<file path="src/rtl/apb_event_counter_pkg.sv">
`default_nettype none
// ============================================================================
// Module : apb_event_counter_pkg
// Brief  : Shared register offsets, CTRL bit positions and the CTRL write
//          decode type for the APB event counter bank.
// Rev    : 1.0  initial release
// ============================================================================
package apb_event_counter_pkg;

    // Register byte offsets inside the 4 KiB APB window
    localparam logic [11:0] CTRL_OFFS     = 12'h000;
    localparam logic [11:0] CH_EN_OFFS    = 12'h004;
    localparam logic [11:0] SAT_OFFS      = 12'h008;
    localparam logic [11:0] OVF_OFFS      = 12'h00C;
    localparam logic [11:0] IRQ_MASK_OFFS = 12'h010;
    localparam logic [11:0] SNAP_BASE     = 12'h040;  // SNAP_LO[i] at +8*i, SNAP_HI[i] at +8*i+4

    // CTRL register bit positions
    localparam int CTRL_EN_BIT   = 0;
    localparam int CTRL_SNAP_BIT = 1;
    localparam int CTRL_CLR_BIT  = 2;

    // Decoded view of a CTRL write (en is level, snap/clr are one-shot)
    typedef struct packed {
        logic clr;
        logic snap;
        logic en;
    } ctrl_t;

endpackage
`default_nettype wire

</file>
<file path="src/rtl/event_counter_slice.sv">
`default_nettype none
// ============================================================================
// Module : event_counter_slice
// Brief  : One event counter channel with wrap/saturate behaviour, a
//          snapshot register and an overflow pulse.
// Rev    : 1.0  initial release
// Ports  : clk, rst     clock, asynchronous active-high reset
//          i_inc        count one this cycle
//          i_clr        clear counter (and snapshot unless i_snap)
//          i_sat        1 = saturate at all ones, 0 = wrap to zero
//          i_snap       copy the current (pre-increment) count to o_snap
//          o_cnt        live count
//          o_snap       snapshot value
//          o_ovf_set    pulse: an increment was attempted at all ones
// ============================================================================
module event_counter_slice
    import apb_event_counter_pkg::*;
#(
    parameter int CNT_W = 32
) (
    input  logic             clk,
    input  logic             rst,
    input  logic             i_inc,
    input  logic             i_clr,
    input  logic             i_sat,
    input  logic             i_snap,
    output logic [CNT_W-1:0] o_cnt,
    output logic [CNT_W-1:0] o_snap,
    output logic             o_ovf_set
);

    logic [CNT_W-1:0] r_cnt;
    logic [CNT_W-1:0] r_snap;
    logic             w_at_max;

    assign w_at_max  = &r_cnt;
    // A clear swallows the same-cycle event, so it cannot overflow either
    assign o_ovf_set = i_inc & w_at_max & ~i_clr;

    always_ff @(posedge clk or posedge rst) begin
        if (rst) begin
            r_cnt  <= '0;
            r_snap <= '0;
        end else begin
            if (i_clr) begin
                r_cnt <= '0;
            end else if (i_inc) begin
                if (!w_at_max) begin
                    r_cnt <= r_cnt + 1'b1;
                end else if (!i_sat) begin
                    r_cnt <= '0;
                end
            end
            // Snapshot takes the old count even when a clear happens on the
            // same edge; only a clear without snapshot zeroes it.
            if (i_snap) begin
                r_snap <= r_cnt;
            end else if (i_clr) begin
                r_snap <= '0;
            end
        end
    end

    assign o_cnt  = r_cnt;
    assign o_snap = r_snap;

endmodule
`default_nettype wire

</file>
<file path="src/rtl/apb_event_counter_bank.sv">
`default_nettype none
// ============================================================================
// Module : apb_event_counter_bank
// Brief  : NUM_CNT event counters of CNT_W bits behind a zero-wait-state APB
//          slave: global/per-channel enable, wrap/saturate, W1C overflow
//          flags and an atomic snapshot of all channels.
// Rev    : 1.0  initial release
// Config : EVCNT_OVF_IRQ_EN  when defined, adds IRQ_MASK (0x10) and drives
//          irq_o = registered |(OVF & IRQ_MASK); otherwise 0x10 is unmapped
//          and irq_o is tied low.
// Ports  : clk_i, rst_i           clock, asynchronous active-high reset
//          paddr_i .. pwdata_i    APB request (offset from paddr_i[11:0])
//          prdata_o               read data, 0 when psel_i is low
//          pready_o               always 1
//          pslverr_o              unmapped / read-only write / disabled reg
//          event_i[NUM_CNT]       per-cycle event pulses
//          irq_o                  overflow interrupt, level
// ============================================================================
module apb_event_counter_bank
    import apb_event_counter_pkg::*;
#(
    parameter int APB_ADDR_WIDTH = 32,
    parameter int APB_DATA_WIDTH = 32,
    parameter int NUM_CNT        = 4,
    parameter int CNT_W          = 32
) (
    input  logic                      clk_i,
    input  logic                      rst_i,
    input  logic [APB_ADDR_WIDTH-1:0] paddr_i,
    input  logic                      psel_i,
    input  logic                      penable_i,
    input  logic                      pwrite_i,
    input  logic [31:0]               pwdata_i,
    output logic [31:0]               prdata_o,
    output logic                      pready_o,
    output logic                      pslverr_o,
    input  logic [NUM_CNT-1:0]        event_i,
    output logic                      irq_o
);

    generate
        if (APB_DATA_WIDTH != 32) begin : g_bad_data_width
            $error("apb_event_counter_bank: APB_DATA_WIDTH must be 32");
        end
        if (NUM_CNT < 1 || NUM_CNT > 32) begin : g_bad_num_cnt
            $error("apb_event_counter_bank: NUM_CNT must be 1..32");
        end
        if (CNT_W < 1 || CNT_W > 64) begin : g_bad_cnt_w
            $error("apb_event_counter_bank: CNT_W must be 1..64");
        end
    endgenerate

    localparam logic [11:0] SNAP_SPAN = 12'(8 * NUM_CNT);

    // ------------------------------------------------------------------
    // Address decode
    // ------------------------------------------------------------------
    logic [11:0] w_offs;
    logic [11:0] w_snap_rel;
    logic [8:0]  w_snap_idx;
    logic        w_access;
    logic        w_hit_ctrl, w_hit_ch_en, w_hit_sat, w_hit_ovf;
    logic        w_hit_irq_mask, w_hit_snap;
    logic        w_mapped, w_read_only, w_wr;

    assign w_offs      = paddr_i[11:0];
    assign w_access    = psel_i & penable_i;
    assign w_hit_ctrl  = (w_offs == CTRL_OFFS);
    assign w_hit_ch_en = (w_offs == CH_EN_OFFS);
    assign w_hit_sat   = (w_offs == SAT_OFFS);
    assign w_hit_ovf   = (w_offs == OVF_OFFS);
    assign w_snap_rel  = w_offs - SNAP_BASE;
    assign w_snap_idx  = w_snap_rel[11:3];
    assign w_hit_snap  = (w_offs >= SNAP_BASE) && (w_snap_rel < SNAP_SPAN) &&
                         (w_snap_rel[1:0] == 2'b00);

    assign w_mapped    = w_hit_ctrl | w_hit_ch_en | w_hit_sat | w_hit_ovf |
                         w_hit_irq_mask | w_hit_snap;
    assign w_read_only = w_hit_snap;

    // Erroring accesses must not touch state, so writes are qualified here
    assign pslverr_o   = w_access & (~w_mapped | (pwrite_i & w_read_only));
    assign w_wr        = w_access & pwrite_i & w_mapped & ~w_read_only;
    assign pready_o    = 1'b1;

    ctrl_t w_ctrl_wr;
    always_comb begin
        w_ctrl_wr      = '0;
        w_ctrl_wr.en   = pwdata_i[CTRL_EN_BIT];
        w_ctrl_wr.snap = pwdata_i[CTRL_SNAP_BIT];
        w_ctrl_wr.clr  = pwdata_i[CTRL_CLR_BIT];
    end

    logic w_snap_pulse, w_clr_pulse;
    assign w_snap_pulse = w_wr & w_hit_ctrl & w_ctrl_wr.snap;
    assign w_clr_pulse  = w_wr & w_hit_ctrl & w_ctrl_wr.clr;

    // ------------------------------------------------------------------
    // Control / status registers
    // ------------------------------------------------------------------
    logic               r_en;
    logic [NUM_CNT-1:0] r_ch_en;
    logic [NUM_CNT-1:0] r_sat;
    logic [NUM_CNT-1:0] r_ovf;
    logic [NUM_CNT-1:0] w_ovf_set;
    logic [NUM_CNT-1:0] w_ovf_clr;

    assign w_ovf_clr = (w_wr && w_hit_ovf) ? pwdata_i[NUM_CNT-1:0] : '0;

    always_ff @(posedge clk_i or posedge rst_i) begin
        if (rst_i) begin
            r_en    <= 1'b0;
            r_ch_en <= '1;
            r_sat   <= '0;
            r_ovf   <= '0;
        end else begin
            if (w_wr && w_hit_ctrl) begin
                r_en <= w_ctrl_wr.en;
            end
            if (w_wr && w_hit_ch_en) begin
                r_ch_en <= pwdata_i[NUM_CNT-1:0];
            end
            if (w_wr && w_hit_sat) begin
                r_sat <= pwdata_i[NUM_CNT-1:0];
            end
            // Set is applied after clear so a same-cycle overflow survives W1C
            r_ovf <= (r_ovf & ~w_ovf_clr) | w_ovf_set;
        end
    end

`ifdef EVCNT_OVF_IRQ_EN
    logic [NUM_CNT-1:0] r_irq_mask;
    logic               r_irq;

    assign w_hit_irq_mask = (w_offs == IRQ_MASK_OFFS);

    always_ff @(posedge clk_i or posedge rst_i) begin
        if (rst_i) begin
            r_irq_mask <= '0;
            r_irq      <= 1'b0;
        end else begin
            if (w_wr && w_hit_irq_mask) begin
                r_irq_mask <= pwdata_i[NUM_CNT-1:0];
            end
            r_irq <= |(r_ovf & r_irq_mask);
        end
    end

    assign irq_o = r_irq;
`else
    assign w_hit_irq_mask = 1'b0;
    assign irq_o          = 1'b0;
`endif

    // ------------------------------------------------------------------
    // Counter channels
    // ------------------------------------------------------------------
    logic [NUM_CNT-1:0]            w_inc;
    logic [NUM_CNT-1:0][CNT_W-1:0] w_cnt;
    logic [NUM_CNT-1:0][CNT_W-1:0] w_snap;
    logic [NUM_CNT-1:0][63:0]      w_snap_ext;

    genvar gi;
    generate
        for (gi = 0; gi < NUM_CNT; gi++) begin : g_slice
            assign w_inc[gi] = event_i[gi] & r_en & r_ch_en[gi];

            event_counter_slice #(
                .CNT_W (CNT_W)
            ) u_slice (
                .clk       (clk_i),
                .rst       (rst_i),
                .i_inc     (w_inc[gi]),
                .i_clr     (w_clr_pulse),
                .i_sat     (r_sat[gi]),
                .i_snap    (w_snap_pulse),
                .o_cnt     (w_cnt[gi]),
                .o_snap    (w_snap[gi]),
                .o_ovf_set (w_ovf_set[gi])
            );

            // Zero-extended so SNAP_HI reads 0 for narrow counters
            assign w_snap_ext[gi] = 64'(w_snap[gi]);
        end
    endgenerate

    // ------------------------------------------------------------------
    // Read mux
    // ------------------------------------------------------------------
    logic [31:0] w_rdata;

    always_comb begin
        w_rdata = '0;
        if (w_hit_ctrl) begin
            w_rdata[CTRL_EN_BIT] = r_en;
        end
        if (w_hit_ch_en) begin
            w_rdata = 32'(r_ch_en);
        end
        if (w_hit_sat) begin
            w_rdata = 32'(r_sat);
        end
        if (w_hit_ovf) begin
            w_rdata = 32'(r_ovf);
        end
`ifdef EVCNT_OVF_IRQ_EN
        if (w_hit_irq_mask) begin
            w_rdata = 32'(r_irq_mask);
        end
`endif
        if (w_hit_snap) begin
            for (int i = 0; i < NUM_CNT; i++) begin
                if (w_snap_idx == 9'(i)) begin
                    w_rdata = w_snap_rel[2] ? w_snap_ext[i][63:32] : w_snap_ext[i][31:0];
                end
            end
        end
    end

    assign prdata_o = psel_i ? w_rdata : '0;

    // Address bits above the 4 KiB window, unused write-data bits and the
    // live counts are intentionally not observed.
    logic w_unused;
    assign w_unused = &{1'b0, paddr_i, pwdata_i, w_cnt};

endmodule
`default_nettype wire
</file>
<file path="config.mk">
export PLATFORM = sky130hd
export DESIGN_NAME = apb_event_counter_bank
export DESIGN_NICKNAME = d
export VERILOG_FILES = /design/src/rtl/apb_event_counter_pkg.sv /design/src/rtl/event_counter_slice.sv /design/src/rtl/apb_event_counter_bank.sv
export SDC_FILE = /design/constraint.sdc
export NUM_CORES = 1
export LEC_CHECK = 0
export CAP_MARGIN = 5
export CELL_PAD_IN_SITES_DETAIL_PLACEMENT = 1
export CELL_PAD_IN_SITES_GLOBAL_PLACEMENT = 1
export CORE_MARGIN = 2
export CORE_UTILIZATION = 41
export CTS_CLUSTER_SIZE = 10
export DETAILED_ROUTE_END_ITERATION = 10
export GPL_TIMING_DRIVEN = 0
export PLACE_DENSITY_LB_ADDON = 0.1
export SETUP_SLACK_MARGIN = 0.4
export SYNTH_ARGS = -nofsm -noshare
export SYNTH_HDL_FRONTEND = slang
export SYNTH_SLANG_ARGS = --single-unit
</file>
<file path="constraint.sdc">
create_clock -name clk_i -period 8.15 [get_ports clk_i]
set_input_delay 0.815 -clock clk_i [delete_from_list [all_inputs] [get_ports clk_i]]
set_output_delay 0.815 -clock clk_i [all_outputs]
set_load 0.005 [all_outputs]
</file>
==> results.py <==
metrics = {
    "status": {
        "outcome": "completed",
    },
    "logic_synthesis": {
        "synth_enable_flop_cells": 0,
        "postSynthAreaPerCell_sq_um": 8.96,
        "synthArstFlopShare": 1.00,
        "synth_cells": 1587,
        "netlist_area_sq_um": 14200,
        "synthDistinctLibCells": 78,
        "synth-main-ff-cell": "dfrtp_1",
        "ys_seq_elements": 269,
        "syn_nets": 1668,
        "number_of_warning_messages_in_the_yosys_log": 0,
        "seq_area_frac_synth": 0.474,
    },
    "cells_and_area": {
        "drive_above_1_share": 0.113,
        "fillers": 4011,
        "area_delta_synth_final_pct": 15.9,
        "final_net_count": 1768,
        "layout_common_cells": "306 x nand2_1, 265 x dfrtp_1, 187 x nand3_1",
        "layout_commonest_cell": "nand2_1",
        "fin_cells": 2158,
    },
    "route": {
        "avgRoutedWirePerCell_um": 24.0,
        "route.detailed.vias_per_inst": 5.98,
        "drt_iter0_markers": 1011,
        "wirelength_mm": 51.8,
        "vias": 12900,
        "drc": 0,
        "ant_nets": 0,
        "drt_first_pass_iters": 8,
    },
    "worst_setup_path": {
        "critical_path_peak_fanout": 10,
        "critical-path-max-stage-delay_ns": 0.62,
        "worst_path_most_repeated_cell": "clkdlybuf4s50_1",
        "critical_path.startpoint_type": "input pin",
        "worst_setup_path_startpoint": "paddr_i[6]",
        "arrival_ns": 4.86,
        "r2r-start": "g_slice[2].u_slice.o_cnt[6]$_DFFE_PP0P_",
        "critical-path-top-delay-family": "simple AND/OR/NAND/NOR gates",
        "criticalPathCategory": "in2out",
        "cp_cell_sequence": "clkdlybuf4s50_1 > or4_1 > a221o_1 > nor2_8 > nand4b_4 > nor3_1 > buf_2 > a22oi_1 > a21oi_1 > clkdlybuf4s50_1",
        "critPathCaptureType": "output pin",
        "rrSetupSlack_ns": 4.56,
        "worstSetupEndpoint": "prdata_o[2]",
        "worst_path_max_delay_cell": "nor3_1",
        "r2r_end": "g_slice[2].u_slice.o_cnt[29]$_DFFE_PP0P_",
        "cp.required_ns": 7.34,
        "cp.buffers_inverters": 3,
        "r2r_cells": 9,
        "timing.critical_path.depth": 10,
    },
    "clocking": {
        "clock_tree_from_tritoncts": "built",
        "clock_transition_at_the_registers_of_the_reported_paths_ns": 0.06,
        "insertion_delay_ns": 0.53,
        "num_cts_buffers": 34,
        "cts-resized-gates": 0,
        "cts_root_buffer": "clkbuf_16",
        "cts_buffer_depth": 3,
        "post-cts-setup-buffer-count": 0,
        "htree_num_levels": 2,
        "hold_buffers": 0,
        "clock_sinks": 269,
    },
    "sta": {
        "final.setup.tns_ns": 0,
        "setup_repair_after_global_routing_missed_its_margin": "false",
        "relSlewSlack": 0.308,
        "slew_violations": 0,
        "post-route-worst-setup-slack_ns": 2.47,
        "final_setup_viols": 0,
        "finalCritPeriodShare": 0.696,
        "clock_skew_after_layout_ns": 0.0136,
        "period_minus_slack_ns": 5.68,
        "hold_viol_final": 0,
        "max_slew.worst_pin.slew_ns": 1.03,
        "max_clock_freq_ghz": 0.176,
    },
    "global_route": {
        "grt_usage": 0.293,
        "grt_start_max_net_pins": 42,
        "overflow": 0,
        "wire_length_of_the_first_global_routing_pass_mm": 80.4,
        "grt_antenna_before_repair": 0,
        "first_global_vias": 13100,
    },
    "floorplan": {
        "top_level_ports": 108,
        "dieArea_sq_um": 36200,
        "dieWidth_um": 190,
        "core_region_area_sq_um": 34400,
        "starting_density_of_the_core": 0.414,
        "floorplan.rows": 68,
        "chipHeight_um": 190,
    },
    "flow_run": {
        "max_cap_violations": 0,
    },
    "power": {
        "pwr_density_cell_nw_per_um2": 171,
        "cellLeakagePower_nw": 7.31,
        "switching_power_w": 0.000633,
        "power_report.internal_total_w": 0.00218,
        "netSwitchingFraction": 0.225,
        "finalPower_w": 0.00281,
        "clockPowerShare": 0.497,
        "p_seq_frac": 0.475,
        "vdd.ir_drop.worst_mv": 0.126,
        "comb_power_share": 0.027,
    },
    "placement": {
        "placement_setup_slack_ns": 2.55,
        "port_buffers": 57,
        "place_hpwl_mm": 38.8,
        "post-place-cells": 2106,
        "place_congestion": 1.00,
    },
    "min_path": {
        "hold_class": "reg2reg",
    },
}
sequential cells by signal, indices dropped and copies added, names as in the netlist:
name	count
g_slice.u_slice.o_cnt	128
g_slice.u_slice.o_snap	128
r_ch_en	4
r_ovf	4
r_sat	4
r_en	1
power groups by stage:
stage / clock (W) / combinational, W / sequential, W
after global placement: 0 / 0.0000694 / 0.00136
after CTS: 0.00142 / 0.0000796 / 0.00134
after global routing: 0.00147 / 0.0000861 / 0.00134
final: 0.00140 / 0.0000772 / 0.00134
after detailed placement: 0 / 0.0000794 / 0.00136
after floorplan: 0 / 0.0000394 / 0.00136
per-layer routing:
metal | global-route usage | part of all wire | vias up
li1 | - | - | 5847
met1 | 0.385 | 0.43 | 6606
met2 | 0.480 | 0.47 | 356
met3 | 0.0598 | 0.062 | 97
met4 | 0.104 | 0.034 | 2
met5 | 0 | 0.00077 | -
synthesized netlist by cell type, types with 17 or more instances:
cell,count,area [sq um]
nor3_1,23,115
a21oi_1,47,235
nand3_1,187,936
and3_1,28,175
clkbuf_1,36,135
nand2_1,306,1150
a222oi_1,28,280
dfrtp_1,265,6630
buf_2,43,215
a211oi_1,17,128
inv_1,22,82.6
o21ai_0,73,365
mux2_2,41,462
nor2_1,136,510
nand4_1,36,225
or3_1,23,144
xor2_1,20,175
xnor2_1,47,412
worst min path at each step:
stage	from	endpoint	slack, ns	depth (start not counted)
final	r_ovf[0]$_DFF_PP0_	r_ovf[0]$_DFF_PP0_	0.48	1
after global routing	r_ovf[0]$_DFF_PP0_	r_ovf[0]$_DFF_PP0_	0.50	1
after CTS	r_ovf[0]$_DFF_PP0_	r_ovf[0]$_DFF_PP0_	0.48	1
after detailed placement	r_ovf[0]$_DFF_PP0_	r_ovf[0]$_DFF_PP0_	0.47	1
after global placement	r_ovf[0]$_DFF_PP0_	r_ovf[0]$_DFF_PP0_	0.46	1
after floorplan	r_ovf[0]$_DFF_PP0_	r_ovf[0]$_DFF_PP0_	0.44	1
logic make-up (layout without fill, tap and decap cells):
family / after synthesis / after routing / synth area share
compound gates: 263 / 263 / 0.130
xor+xnor: 67 / 67 / 0.0413
fa+ha+maj: 8 / 8 / 0.00704
buf+inv: 116 / 231 / 0.0378
flops: 269 / 269 / 0.474
mux: 47 / 47 / 0.0376
other cells: 2 / 3 / 0.000528
simple gates: 815 / 815 / 0.272
through the flow:
| stage | instance area [sq um] | utilization | hold slack (ns) |
|---|---|---|---|
| after floorplan | 14200 | - | 0.444 |
| after global placement | 15400 | 0.447 | 0.458 |
| after detailed placement | 15500 | 0.451 | 0.470 |
| after CTS | 16500 | 0.480 | 0.482 |
| after global routing | 16500 | 0.480 | 0.501 |
| final | 16500 | 0.480 | 0.479 |
area by class of cell:
| type | count | area [sq um] | share of cell area |
|---|---|---|---|
| Timing Repair Buffer | 64 | 711 | 0.0431 |
| Clock inverter | 2 | 13.8 | 0.000835 |
| Buffer | 94 | 455 | 0.0276 |
| Inverter | 22 | 86.3 | 0.00524 |
| Clock buffer | 49 | 968 | 0.0587 |
| Antenna cell | 1 | 2.50 | 0.000152 |
| Multi-Input combinational cell | 1202 | 6950 | 0.421 |
| Tap cell | 455 | 569 | 0.0345 |
| Sequential cell | 269 | 6740 | 0.408 |
Power figures use the tool's default switching activity.
